`src/rtl/bus_controller_pkg.sv`:
```
// bus_controller_pkg: shared region/state enums and region boundary constants
package bus_controller_pkg;
  typedef enum logic [1:0] {RGN_RAM, RGN_ROM, RGN_IO} region_e;
  typedef enum logic [1:0] {ST_IDLE, ST_ACCESS, ST_RESP} state_e;
  localparam logic [15:0] IO_BASE  = 16'h8000;
  localparam logic [15:0] ROM_BASE = 16'hC000;
endpackage

```
`src/rtl/bus_controller_if.sv`:
```
// bus_controller_if: CPU-side and memory-side signals of the bus controller
interface bus_controller_if;
  logic        cpu_req;
  logic [15:0] address;
  logic        read_write;
  logic [7:0]  data_write;
  logic [7:0]  data_read;
  logic        ready;
  logic        bus_error;
  logic [15:0] mem_addr;
  logic [7:0]  mem_wdata;
  logic        ram_en;
  logic        rom_en;
  logic        io_en;
  logic        mem_we;
  logic [7:0]  ram_rdata;
  logic [7:0]  rom_rdata;
  logic [7:0]  io_rdata;
  modport slave (
    input  cpu_req, address, read_write, data_write, ram_rdata, rom_rdata, io_rdata,
    output data_read, ready, bus_error, mem_addr, mem_wdata, ram_en, rom_en, io_en, mem_we
  );
  modport master (
    output cpu_req, address, read_write, data_write, ram_rdata, rom_rdata, io_rdata,
    input  data_read, ready, bus_error, mem_addr, mem_wdata, ram_en, rom_en, io_en, mem_we
  );
endinterface

```
`src/rtl/bus_controller_addr_decoder.sv`:
```
// addr_decoder: maps a 16-bit CPU address onto its memory region
module addr_decoder
  import bus_controller_pkg::*;
(
  input  logic [15:0] addr_i,
  output region_e     region_o
);
  always_comb region_o = addr_i >= ROM_BASE ? RGN_ROM : addr_i >= IO_BASE ? RGN_IO : RGN_RAM;
endmodule

```
`src/rtl/bus_controller.sv`:
```
// bus_controller: 6502-style bus cycle sequencer with per-region wait states
module bus_controller
  import bus_controller_pkg::*;
#(
  parameter int unsigned RAM_WAIT = 0,
  parameter int unsigned ROM_WAIT = 1,
  parameter int unsigned IO_WAIT  = 2
) (
  input logic             clk,
  input logic             reset_n,
  bus_controller_if.slave bus
);
  state_e      state_q;
  region_e     region_q, req_rgn;
  logic [2:0]  cnt_q, req_wait;
  logic        rd_q, ready_q, bus_error_q, mem_we_q, ram_en_q, rom_en_q, io_en_q;
  logic [15:0] addr_q;
  logic [7:0]  wdata_q, data_read_q, rdata_sel;
  logic        accept, we_ok;
  addr_decoder u_dec (.addr_i(bus.address), .region_o(req_rgn));
  always_comb begin
    req_wait  = req_rgn == RGN_ROM ? 3'(ROM_WAIT) : req_rgn == RGN_IO ? 3'(IO_WAIT) : 3'(RAM_WAIT);
    accept    = state_q != ST_ACCESS && bus.cpu_req;
    rdata_sel = region_q == RGN_ROM ? bus.rom_rdata : region_q == RGN_IO ? bus.io_rdata : bus.ram_rdata;
    we_ok     = !rd_q && region_q != RGN_ROM;
  end
  // mem_we is registered one cycle ahead so it lands exactly on the counter==0 cycle
  always_ff @(posedge clk or negedge reset_n) begin
    if (!reset_n) begin
      state_q     <= ST_IDLE;
      region_q    <= RGN_RAM;
      cnt_q       <= '0;
      rd_q        <= 1'b0;
      addr_q      <= '0;
      wdata_q     <= '0;
      data_read_q <= '0;
      ready_q     <= 1'b0;
      bus_error_q <= 1'b0;
      mem_we_q    <= 1'b0;
      ram_en_q    <= 1'b0;
      rom_en_q    <= 1'b0;
      io_en_q     <= 1'b0;
    end else if (accept) begin
      state_q     <= ST_ACCESS;
      region_q    <= req_rgn;
      rd_q        <= bus.read_write;
      addr_q      <= bus.address;
      wdata_q     <= bus.data_write;
      cnt_q       <= req_wait;
      ready_q     <= 1'b0;
      bus_error_q <= 1'b0;
      mem_we_q    <= req_wait == 3'd0 && !bus.read_write && req_rgn != RGN_ROM;
      ram_en_q    <= req_rgn == RGN_RAM;
      rom_en_q    <= req_rgn == RGN_ROM;
      io_en_q     <= req_rgn == RGN_IO;
    end else if (state_q == ST_ACCESS && cnt_q != 3'd0) begin
      cnt_q    <= cnt_q - 3'd1;
      mem_we_q <= cnt_q == 3'd1 && we_ok;
    end else if (state_q == ST_ACCESS) begin
      state_q     <= ST_RESP;
      ready_q     <= 1'b1;
      bus_error_q <= !rd_q && region_q == RGN_ROM;
      mem_we_q    <= 1'b0;
      ram_en_q    <= 1'b0;
      rom_en_q    <= 1'b0;
      io_en_q     <= 1'b0;
      if (rd_q) data_read_q <= rdata_sel;
    end else begin
      state_q     <= ST_IDLE;
      ready_q     <= 1'b0;
      bus_error_q <= 1'b0;
    end
  end
  assign bus.data_read = data_read_q;
  assign bus.ready     = ready_q;
  assign bus.bus_error = bus_error_q;
  assign bus.mem_addr  = addr_q;
  assign bus.mem_wdata = wdata_q;
  assign bus.mem_we    = mem_we_q;
  assign bus.ram_en    = ram_en_q;
  assign bus.rom_en    = rom_en_q;
  assign bus.io_en     = io_en_q;
endmodule
```
`src/flat_wrapper.sv`:
```
// flat-port wrapper written by rule: the top's interface ports become plain ports
module bus_controller_flat import bus_controller_pkg::*;
#(
  parameter int unsigned RAM_WAIT = 0,
  parameter int unsigned ROM_WAIT = 1,
  parameter int unsigned IO_WAIT  = 2
)
  (clk, reset_n, bus_cpu_req, bus_address, bus_read_write, bus_data_write, bus_ram_rdata, bus_rom_rdata, bus_io_rdata, bus_data_read, bus_ready, bus_bus_error, bus_mem_addr, bus_mem_wdata, bus_ram_en, bus_rom_en, bus_io_en, bus_mem_we);
  bus_controller_if bus_i ();
  input logic clk;
  input logic reset_n;
  input wire logic [$bits(bus_i.cpu_req)-1:0] bus_cpu_req;
  input wire logic [$bits(bus_i.address)-1:0] bus_address;
  input wire logic [$bits(bus_i.read_write)-1:0] bus_read_write;
  input wire logic [$bits(bus_i.data_write)-1:0] bus_data_write;
  input wire logic [$bits(bus_i.ram_rdata)-1:0] bus_ram_rdata;
  input wire logic [$bits(bus_i.rom_rdata)-1:0] bus_rom_rdata;
  input wire logic [$bits(bus_i.io_rdata)-1:0] bus_io_rdata;
  output wire logic [$bits(bus_i.data_read)-1:0] bus_data_read;
  output wire logic [$bits(bus_i.ready)-1:0] bus_ready;
  output wire logic [$bits(bus_i.bus_error)-1:0] bus_bus_error;
  output wire logic [$bits(bus_i.mem_addr)-1:0] bus_mem_addr;
  output wire logic [$bits(bus_i.mem_wdata)-1:0] bus_mem_wdata;
  output wire logic [$bits(bus_i.ram_en)-1:0] bus_ram_en;
  output wire logic [$bits(bus_i.rom_en)-1:0] bus_rom_en;
  output wire logic [$bits(bus_i.io_en)-1:0] bus_io_en;
  output wire logic [$bits(bus_i.mem_we)-1:0] bus_mem_we;
  assign bus_i.cpu_req = bus_cpu_req;
  assign bus_i.address = bus_address;
  assign bus_i.read_write = bus_read_write;
  assign bus_i.data_write = bus_data_write;
  assign bus_i.ram_rdata = bus_ram_rdata;
  assign bus_i.rom_rdata = bus_rom_rdata;
  assign bus_i.io_rdata = bus_io_rdata;
  assign bus_data_read = bus_i.data_read;
  assign bus_ready = bus_i.ready;
  assign bus_bus_error = bus_i.bus_error;
  assign bus_mem_addr = bus_i.mem_addr;
  assign bus_mem_wdata = bus_i.mem_wdata;
  assign bus_ram_en = bus_i.ram_en;
  assign bus_rom_en = bus_i.rom_en;
  assign bus_io_en = bus_i.io_en;
  assign bus_mem_we = bus_i.mem_we;
  bus_controller #(.RAM_WAIT(RAM_WAIT), .ROM_WAIT(ROM_WAIT), .IO_WAIT(IO_WAIT)) u_core (.clk(clk), .reset_n(reset_n), .bus(bus_i));
endmodule
```
`config.mk`:
```
export PLATFORM = sky130hd
export DESIGN_NAME = bus_controller_flat
export DESIGN_NICKNAME = d
export VERILOG_FILES = /design/src/rtl/bus_controller_pkg.sv /design/src/rtl/bus_controller_if.sv /design/src/rtl/bus_controller_addr_decoder.sv /design/src/rtl/bus_controller.sv /design/src/flat_wrapper.sv
export SDC_FILE = /design/constraint.sdc
export NUM_CORES = 1
export LEC_CHECK = 0
export ABC_AREA = 1
export BUFFER_PORTS_ARGS = -buffer_cell sky130_fd_sc_hd__buf_2
export CAP_MARGIN = 5
export CORE_ASPECT_RATIO = 0.9
export CORE_MARGIN = 2
export CORE_UTILIZATION = 47
export DETAILED_ROUTE_END_ITERATION = 6
export PLACE_DENSITY_LB_ADDON = 0.12
export SYNTH_ARGS = -nofsm -noshare
export SYNTH_HDL_FRONTEND = slang
export SYNTH_HIERARCHICAL = 1
export SYNTH_SLANG_ARGS = --single-unit
```
`constraint.sdc`:
```
create_clock -name clk -period 1.6 [get_ports clk]
set_input_delay 0.32 -clock clk [delete_from_list [all_inputs] [get_ports clk]]
set_output_delay 0.32 -clock clk [all_outputs]
set_load 0.05 [all_outputs]
```
Word-level counts from Yosys, hierarchy flattened
Cells that the tools add are included.

word-level totals
  register bits after elaboration = 46
  output and inout port bits = 38
  word-level logic and storage cells = 69

operators by class
  $add $sub $neg = 1
  $lt $le $gt $ge = 2
  equal/unequal tests = 10
  mux-type cells = 24
  bitwise logic cells = 2
  reduce and logical (&&, ||, !) cells = 17

operators by type and width
  cell                                                        number
  greater-or-equal comparator 16 bit (second input constant)  2
  2-to-1 mux 8 bit                                            2
  2-to-1 mux 1 bit                                            13
  2-to-1 mux 2 bit                                            6
  2-to-1 mux 3 bit                                            3
  inequality test 2 x 1 -> 1 bit (second input constant)      4
  logical AND 1 bit                                           7
  equality test 2 x 1 -> 1 bit (second input constant)        3
  nonzero test 3 bit                                          2
  equality test 2 bit (second input constant)                 2
  AND reduction 4 bit                                         1
  nonzero test 2 bit                                          2
  equality test 3 x 1 -> 1 bit (second input constant)        1
  logical NOT 3 bit                                           1
  subtractor 3 x 1 -> 3 bit (second input constant)           1
  logical NOT 1 bit                                           2
  logical NOT 2 bit                                           1
  NOT 1 bit                                                   2
  AND reduction 2 bit                                         1

Depth between registers and ports, before layout
Gate-level depths: netlist (run 1).

  word-level depth = 10
  mapped depth = 9
  mapped depth without buffers = 8

By module
The synthesis (run 1) kept the hierarchy.

by module, submodules not included
  module          instances  cells an instance  area each (um2)
  bus_controller  1          256                2,117.0
  addr_decoder    1          4                  17.5

Worst setup path after synthesis (run 1)
OpenSTA, ideal clock, no wires.

  path kind = register to register
  start point = register u_core.state_q[1]
  end point = register u_core.io_en_q (netlist: u_core/bus.io_en)
  library setup time = 120 ps
  arrival time = 1,243 ps
  required time = 1,480 ps
  setup slack = 237 ps
  cell stages (with the launch flop) = 7
  buffers on the path = 1
  clock period less this slack = 1,363 ps
  cells stage by stage = dfrtp_1 > inv_1 > nand2_1 > nand2_4 > buf_2 > nand3_1 > nand2_1

between the ends
  cells in the longest elaborated chain, start to end = 4
  elaborated cells between the ends (all ways) = 8
  those cells by class = eq/ne (3); mux (1); reduce/logical (4)

ends and longest elaborated chain
  item                                                                                          line                                                              source
  from (decl)                                                                                   bus_controller.sv:13                                              state_e state_q;
  from (signal assigned)                                                                        bus_controller.sv:30                                              state_q <= ST_IDLE;
  from (signal assigned)                                                                        bus_controller.sv:44                                              state_q <= ST_ACCESS;
  from (signal assigned)                                                                        bus_controller.sv:60                                              state_q <= ST_RESP;
  equality test 2 x 1 -> 1 bit / inequality test 2 x 1 -> 1 bit (equally long branches)         bus_controller.sv:56, bus_controller.sv:59, bus_controller.sv:23
  logical AND 1 bit, on equally long branches                                                   bus_controller.sv:56, bus_controller.sv:23
  inequality test 2 x 1 -> 1 bit (no source line) / nonzero test 2 bit (equally long branches)  --
  AND reduction 2 bit (no source line)                                                          --
  to (signal assigned)                                                                          bus_controller.sv:42                                              io_en_q <= 1'b0;
  to (signal assigned)                                                                          bus_controller.sv:55                                              io_en_q <= req_rgn == RGN_IO;
  to (signal assigned)                                                                          bus_controller.sv:66                                              io_en_q <= 1'b0;
  to (decl)                                                                                     bus_controller.sv:16                                              logic rd_q, ready_q, bus_error_q, mem_we_q, ram_en_q, rom_en_q, io_en_q;

Parallel ways exist; a longest one is shown, timed or not.
A chain may end at the register's enable or synchronous reset.

Worst setup path after layout (run 1)
  start point = register u_core.cnt_q[0]
  end point = register u_core.data_read_q[7] (netlist: u_core/bus.data_read[7])

between the ends
  cells in the longest elaborated chain, start to end = 4

ends and longest elaborated chain
  item                                  line                  source
  from (decl)                           bus_controller.sv:15  logic [2:0] cnt_q, req_wait;
  from (signal assigned)                bus_controller.sv:49  cnt_q <= req_wait;
  from (signal assigned)                bus_controller.sv:57  cnt_q <= cnt_q - 3'd1;
  nonzero test 3 bit                    bus_controller.sv:56  end else if (state_q == ST_ACCESS && cnt_q != 3'd0) begin
  logical AND 1 bit                     bus_controller.sv:56
  NOT 1 bit (no source line)            --
  AND reduction 4 bit (no source line)  --
  to (signal assigned)                  bus_controller.sv:67  if (rd_q) data_read_q <= rdata_sel;
  to (decl)                             bus_controller.sv:18  logic [7:0] wdata_q, data_read_q, rdata_sel;

Every way passes these cells.

==> run summary, run 1 <==
The flow ran to the end, and the final reports show no timing, DRC or antenna violations. The total standard cell area after synthesis came out at 2135 um^2. The slack of the worst reg-to-reg path is 0.22 ns. The critical path ends at u_core/bus.data_read[7].

Averaged over all synthesized cells, the footprint is 8.210 um^2. The count of unique library cells instantiated by Yosys came out at 23. The total power per unit cell area is 2325 nW/um^2. The instance count of the mapped netlist is 260. Yosys attributes the largest share of cell area to dfrtp_1, nand2_1, nand3_1. The clock sink count is 45.

The largest individual stage delay along the critical path comes from the cell dfrtp_1. The repair_antennas step left the layout with diodes totalling 0. For this run, the post-layout net count is 413. In the synthesized netlist the dominant register cell turns out to be dfrtp_1.

The number of setup violations in the final report is 0. The arrival time at the worst endpoint came out at 1.61 ns. In this run the biggest area consumer among cell types represents a little over half of the synthesized area. For this design the static power due to leakage is 1.610 nW. The number of placed cells counting well taps is just over 400. Buffers inserted during clock tree synthesis total 5. Setup repair after global routing left no endpoint under its margin. The insertion delay of the later-clocked pin in the worst-skew pair is 0.29 ns. Summed over all instances, the cell type with the most area after synthesis is dfrtp_1. The final critical path takes up 86.08% of the cycle. The number of nets still failing antenna checks after routing is 0. For this configuration, the core starts out at a cell density of between 40% and 50%. The library cells used most frequently in the layout, excluding fill and tap cells, are nand2_1, buf_2, dfrtp_1. The tool flagged a number of max-cap violations equal to 0.

In this run the worst hold path is classified as in -> reg. The count of input and output buffers is 89. Global routing finished with a remaining overflow of 0. Detailed placement ended at an HPWL of between 3000 and 4000 um.

The number of primary I/O pins is 90. The final sum of negative setup slack came out at 0 ns. The placement row count is 23. The tightest slew margin relative to the limit is 75.70%.

TritonCTS built the clock tree. The first-pass GRT wire length is roughly 7400 um. Timing would allow up to between 700 and 800 MHz. The final-layout fill cell count came out at 406.

The DRC violation count after routing is 0. The number of enable flip-flop cells after synthesis is 0. The cell chosen for the clock root is clkbuf_8.

The clock-pin slew reported for the worst setup and hold paths after clock tree synthesis is about 0.09 ns. The standard cell core area is 4403 um^2. The worst register-to-register path begins at u_core/cnt_q[0]. The proportion of register bits with asynchronous set or reset after synthesis came out at 100.0%. The die footprint came out at around 5100 um^2.

The final standard cell count with taps included and fillers excluded is 417. The die extent in x came out at roughly 75 um. The total count of hold-check failures in the final report was 0. Entering global routing, the biggest net connects 25 pins. The signal on the critical path passes through inv_1 -> ha_1 -> inv_1 -> nor2_4 -> nand3_2 -> nor2_4 -> nand2_1 -> nand2_1.

Yosys printed 6 warnings. For the pin with the worst max-slew slack, the measured transition is 0.3646 ns. The post-route clock skew is 0.004243 ns. The post-detailed-routing wire length came out at about 4700 um.

The number of cells traversed by the worst register-to-register path is 8. The ratio of cells with drive above 1 in the final layout came out at 32.68%. CTS built an H-tree with a depth of 2. Counting flops and latches in the post-synthesis netlist gives 45.

The initial DRC count came out at 65. The via count of the first global-routing pass is 1637. The minimum period implied by the final worst setup slack came out at 1.377 ns. The worst-case clock buffer depth is 2.

For the worst setup path, the data required time is 1.84 ns. For this run, the register share of the synthesized area comes to 52.75%. The setup path with the least slack is of type reg -> reg. The worst register-to-register path ends at u_core/bus.data_read[7]. The nature of the critical path startpoint is a flop. The height of the chip came out at approximately 68 um.

The final weighted congestion of routability-driven global placement is 0.7068. The final core utilization came out at roughly 62%. The worst setup path is captured at a flop. The via density per instance is 4.480. The via count of the routed design is 1868. The combined global-route utilization of all metal layers came out at between 10% and 20%. The biggest cell delay along the critical path is 0.41 ns.

The number of nets in the synthesized netlist came out at 319. The number of setup buffers added after CTS came out at 0. The most critical setup path has its startpoint at u_core/cnt_q[0]. The count of TritonRoute iterations in the first routing pass is 4. VDD sags by at most 0.001347 V.

Dividing the detail-routed wire length by the instance count gives 11.31 um. The number of slew-limit violations in the final report is 0. The maximum fanout along the worst path came out at 8. The leading cell type in the layout, fill and taps excluded is nand2_1. The post-synthesis to final-layout area growth came out at 27.96%. The initial antenna violation count is 0.
-- Yosys cell counts (2+ instances only) --
cell,count
nor2_1,15
o21ai_1,3
dfrtp_1,45
buf_4,2
inv_1,12
o21ai_0,2
buf_2,3
ha_1,7
nand2_1,131
nor2_4,3
buf_6,2
nand2_2,2
inv_2,4
nor2_2,3
nand3_1,18
-- routing by layer --
| layer | global-route usage (%) | wire length [um] |
|---|---|---|
| met1 | 27.07 | 2248 |
| met2 | 29.17 | 2095 |
| met3 | 4.566 | 306 |
| met4 | 7.366 | 68 |
| met5 | 0 | 0 |
-- layout make-up --
class	instances	area [um^2]	share of cell area, %
flip-flops and latches	45	1126	41.23
multi-input cells	192	895.9	32.80
repair buffers	94	485.5	17.77
well taps	62	77.57	2.840
clock buffers	5	68.82	2.519
inverters	16	60.06	2.199
clock inverters	3	17.52	0.6413
-- where the power goes --
part           leakage (nW)  total [mW]  internal (mW)  switching (mW)
Combinational          1.00        3.66          0.858            2.81
Sequential            0.562        2.01           1.68           0.332
Clock                0.0439       0.681          0.302           0.379
-- worst max-delay path: cells and delay by family, from the launching register on --
kind | cells | cell delay (ns)
buf+inv | 2 | 0.16
flops | 1 | 0.41
simple gates | 5 | 0.58
fa+ha+maj | 1 | 0.16
-- registers in the layout, indices dropped and copies added, names as in the netlist --
name                  count
u_core/bus.mem_addr      16
u_core/bus.data_read      8
u_core/bus.mem_wdata      8
u_core/cnt_q              3
u_core/region_q           2
u_core/state_q            2
u_core/bus.bus_error      1
u_core/bus.io_en          1
u_core/bus.mem_we         1
u_core/bus.ram_en         1
u_core/bus.rom_en         1
u_core/rd_q               1
-- stage by stage --
| step | power [mW] | hold slack [ns] | cell area [um^2] | setup WS [ns] |
|---|---|---|---|---|
| floorplan | 4.859 | 0.02441 | 2135 | 0.2366 |
| global placement | 5.615 | 0.2564 | 2620 | 0.2200 |
| detailed placement | 5.648 | 0.2564 | 2620 | 0.1911 |
| CTS | 6.344 | 0.2055 | 2716 | 0.1711 |
| global route | 6.824 | 0.2107 | 2731 | 0.05632 |
| finish | 6.352 | 0.2104 | 2731 | 0.2227 |
-- repair_timing --
| item | in CTS | in global routing |
|---|---|---|
| setup endpoints to repair | 0 | 1 |
| hold buffers | 1 | 0 |
| resized for setup | 0 | 1 |
| hold endpoints to repair | 14 | 0 |
-- worst min-delay path by stage --
| stage | cells past startpoint | slack (ns) | end | start |
|---|---|---|---|---|
| 2_1_floorplan | 0 | 0.02 | u_core/bus.bus_error | reset_n |
| 3_3_place_gp | 1 | 0.26 | u_core/bus.data_read[4] | reset_n |
| 3_5_place_dp | 1 | 0.26 | u_core/bus.data_read[4] | reset_n |
| 4_1_cts | 3 | 0.21 | u_core/bus.mem_addr[9] | bus_address[9] |
| 5_1_grt | 3 | 0.21 | u_core/bus.mem_addr[6] | bus_address[6] |
| 6_report | 3 | 0.21 | u_core/bus.mem_addr[4] | bus_address[4] |
-- kinds of logic (layout without fill, tap and decap cells) --
group | Yosys count | after routing | synth area share (%)
simple gates | 177 | 178 | 35.23
flops | 45 | 45 | 52.75
buf+inv | 24 | 118 | 5.978
xor+xnor | 1 | 1 | 0.4104
fa+ha+maj | 7 | 7 | 4.103
compound gates | 6 | 6 | 1.524
No activity file was read; power rests on OpenSTA's default activity.
==> inputs of run 2 (changes only) <==
--- a/config.mk
+++ b/config.mk
@@ -8,11 +8,11 @@
 export ABC_AREA = 1
 export BUFFER_PORTS_ARGS = -buffer_cell sky130_fd_sc_hd__buf_2
 export CAP_MARGIN = 5
-export CORE_ASPECT_RATIO = 0.9
 export CORE_MARGIN = 2
 export CORE_UTILIZATION = 47
 export DETAILED_ROUTE_END_ITERATION = 6
-export PLACE_DENSITY_LB_ADDON = 0.12
+export GPL_TIMING_DRIVEN = 0
+export PLACE_DENSITY = 0.79
 export SYNTH_ARGS = -nofsm -noshare
 export SYNTH_HDL_FRONTEND = slang
 export SYNTH_HIERARCHICAL = 1
==> run 2 against run 1 <==
Against the previous run:
- critical path depth up 1
- first-iteration DRC count down 6.2%
- setup slack got worse by 0.048 ns
- design area grew 1.3%
- fmax fell by 3.4%
- sequential power is essentially flat
- worst hold slack worse by 0.024 ns
- count of clock-buffer cells in the layout increased by 2
- utilization increased by 1.5 points
- clock skew up 0.0036 ns
- critical endpoint unchanged
- largest power group unchanged
- highest routed layer unchanged
==> run summary, run 2 (synthesis gave the netlist of run 1 again) <==
The final weighted congestion of routability-driven global placement came out at 0.7707 (was 0.7068). The clock-pin slew reported for the worst setup and hold paths after clock tree synthesis came out at 0.08 ns (was 0.09 ns). The via count of the first global-routing pass is 1791 (was 1637). The total power per unit cell area is 2380 nW/um^2 (was 2325 nW/um^2). The number of setup violations in the final report came to 0 (unchanged).

The number of slew-limit violations in the final report came to 0 (unchanged). The number of cells traversed by the worst register-to-register path came out at 9 (was 8). The flip-flop count of the largest register, all copies and words added came out at 16 (unchanged). The combined global-route utilization of all metal layers is 18.67% (was 19.33%). The TritonCTS clock tree is yes (unchanged). The initial antenna violation count came to 0 (unchanged). The critical path data required time is 1.83 ns (was 1.84 ns).

The post-route clock skew came out at 0.007867 ns (was 0.004243 ns). The worst hold path class is in -> async (was in -> reg). Setup repair after global routing missed its margin: no (unchanged). The worst hold-check slack was 0.1860 ns (was 0.2104 ns). The number of nets still failing antenna checks after routing was 0 (unchanged). Most frequent cells in the layout: nand2_1, buf_2, dfrtp_1 (unchanged). The number of buffers added by the clock tree synthesis step is 5 (unchanged). The final-layout fill cell count is 395 (was 406). The count of antenna diodes in the layout came out at 0 (unchanged).

The kind of critical path is reg -> reg (unchanged). The tightest slew margin relative to the limit came out at 34.71% (was 75.70%). The starting density of the core was 49.02% (was 48.48%). The endpoint type of the worst setup path is a flop (unchanged). The detail-routed net length per standard cell came out at 11.14 um (was 11.31 um). The count of input and output buffers is 89 (unchanged). The arrival time at the worst endpoint is 1.66 ns (was 1.61 ns). The post-synthesis to final-layout area growth was 29.60% (was 27.96%). The die extent in x came to 71.39 um (was 75.04 um). The DRC violation count after routing is 0 (unchanged).

The source of the worst register-to-register timing path is u_core/cnt_q[0] (unchanged). The worst-case clock buffer depth came to 2 (unchanged). The number of primary I/O pins is 90 (unchanged). The depth of the CTS H-tree is 2 (unchanged). The clock sink count is 45 (unchanged). The final standard cell count with taps included and fillers excluded came out at 409 (was 417). The insertion delay of the later-clocked pin in the worst-skew pair is 0.29 ns (about the same). The number of setup buffers added after CTS came out at 0 (unchanged). The worst-case vdd ir drop is 0.001457 V (was 0.001347 V). The leading cell type in the layout, fill and taps excluded was nand2_1 (unchanged). The height of the chip is 71.39 um (was 67.93 um). The leakage power was 1.639 nW (was 1.610 nW). The maximum fanout along the worst path is 10 (was 8). The number of placed cells counting well taps was 401 (was 407). The overall overflow remaining after global route came out at 0 (unchanged). The minimum period implied by the final worst setup slack came out at 1.425 ns (was 1.377 ns).

The placement row count is 24 (was 23). The final worst-path cycle share is 89.08% (was 86.08%). The initial DRC count is 61 (was 65).

The slew at the pin closest to its max-slew limit came to 0.9794 ns (was 0.3646 ns). The post-detailed-routing wire length is 4558 um (was 4718 um). The standard cell core area came out at 4354 um^2 (was 4403 um^2). The final sum of negative setup slack is 0 ns (unchanged). The reg-to-reg endpoint was u_core/bus.data_read[7] (unchanged).

The number of maximum-capacitance violations is 0 (unchanged). The first-pass GRT wire length is 7686 um (was 7376 um). The count of TritonRoute iterations in the first routing pass is 4 (unchanged). The overall power after layout came out at 6.585 mW (was 6.352 mW). The via count of the routed design came out at 1913 (was 1868). The die footprint came out at 5097 um^2 (about the same). The net count of the finished layout is 415 (was 413).

Result of the run: finished, final reports clean (unchanged). The cell chosen for the clock root is clkbuf_8 (unchanged). The ratio of cells with drive above 1 in the final layout was 33.05% (was 32.68%). The maximum number of pins on one net before global-route repair came out at 46 (was 25).

The estimated wirelength of the detail-placed design came out at 3403 um (was 3378 um). The total count of hold-check failures in the final report came to 0 (unchanged). The via density per instance is 4.677 (was 4.480). The slack of the worst reg-to-reg path came to 0.17 ns (was 0.22 ns).

The nature of the critical path startpoint is a flop (unchanged). The maximum clock frequency came out at 701.6 MHz (was 726.1 MHz).
==> run 2: cell types whose count changed in the layout (fill, tap and decap cells not counted), moves of 2 or more <==
cell,before,now
buf_2,89,92
buf_4,4,2
buf_6,0,2
clkinv_2,2,0
==> run 2: worst max-delay path: stages, from the launching register on <==
cell and delay (ns):
dfrtp_1 0.43, inv_1 0.10, ha_1 0.17, inv_1 0.07, nor2_4 0.12, nand3_4 0.13, buf_6 0.18, nor2_4 0.07
nand2_1 0.05, nand2_1 0.05
==> run 2: layer usage <==
metal / track usage, % / wire [um] / vias to the layer above
met4: 4.403 / 37 / 0
met5: 0 / 0 / -
met2: 31.07 / 2103 / 73
met1: 23.84 / 2016 / 850
met3: 6.048 / 401 / 4
li1: - / - / 986
==> run 2: what timing repair did <==
action / CTS / global route
setup endpoints to repair: 0 / 2
hold buffers: 0 / 0
resized for setup: 0 / 1
==> run 2: layout make-up <==
cell class	count	area (um^2)	area share (%)
buffer	8	67.56	2.442
clock buffer	7	86.33	3.121
clock inverter	1	30.03	1.085
inverter	16	60.06	2.171
multi-input combinational	191	885.9	32.02
sequential	45	1126	40.71
tap	52	65.06	2.352
timing repair buffer	89	445.4	16.10
==> run 2: where the power goes <==
part | switching, mW | internal [mW]
Sequential | 0.310 | 1.67
Clock | 0.365 | 0.509
Combinational | 2.80 | 0.927
==> run 2: per-stage QoR <==
| step | worst slack (ns) | utilization, % | cell area (um^2) |
|---|---|---|---|
| 2_1_floorplan | 0.2366 | - | 2135 |
| 3_3_place_gp | 0.2074 | 60.75 | 2645 |
| 3_5_place_dp | 0.1599 | 60.75 | 2645 |
| 4_1_cts | 0.1310 | 63.42 | 2761 |
| 5_1_grt | 0.04647 | 63.53 | 2766 |
| 6_report | 0.1747 | 63.53 | 2766 |
==> run 2: worst max path at each step <==
stage / from / end / depth (start not counted)
2_1_floorplan: u_core/state_q[1] / u_core/bus.io_en / 6
6_report: u_core/cnt_q[0] / u_core/bus.data_read[7] / 9
5_1_grt: u_core/cnt_q[0] / u_core/bus.data_read[5] / 8
4_1_cts: u_core/cnt_q[0] / u_core/bus.data_read[7] / 9
3_5_place_dp: u_core/cnt_q[0] / u_core/bus.data_read[7] / 9
3_3_place_gp: u_core/cnt_q[0] / u_core/bus.data_read[7] / 9
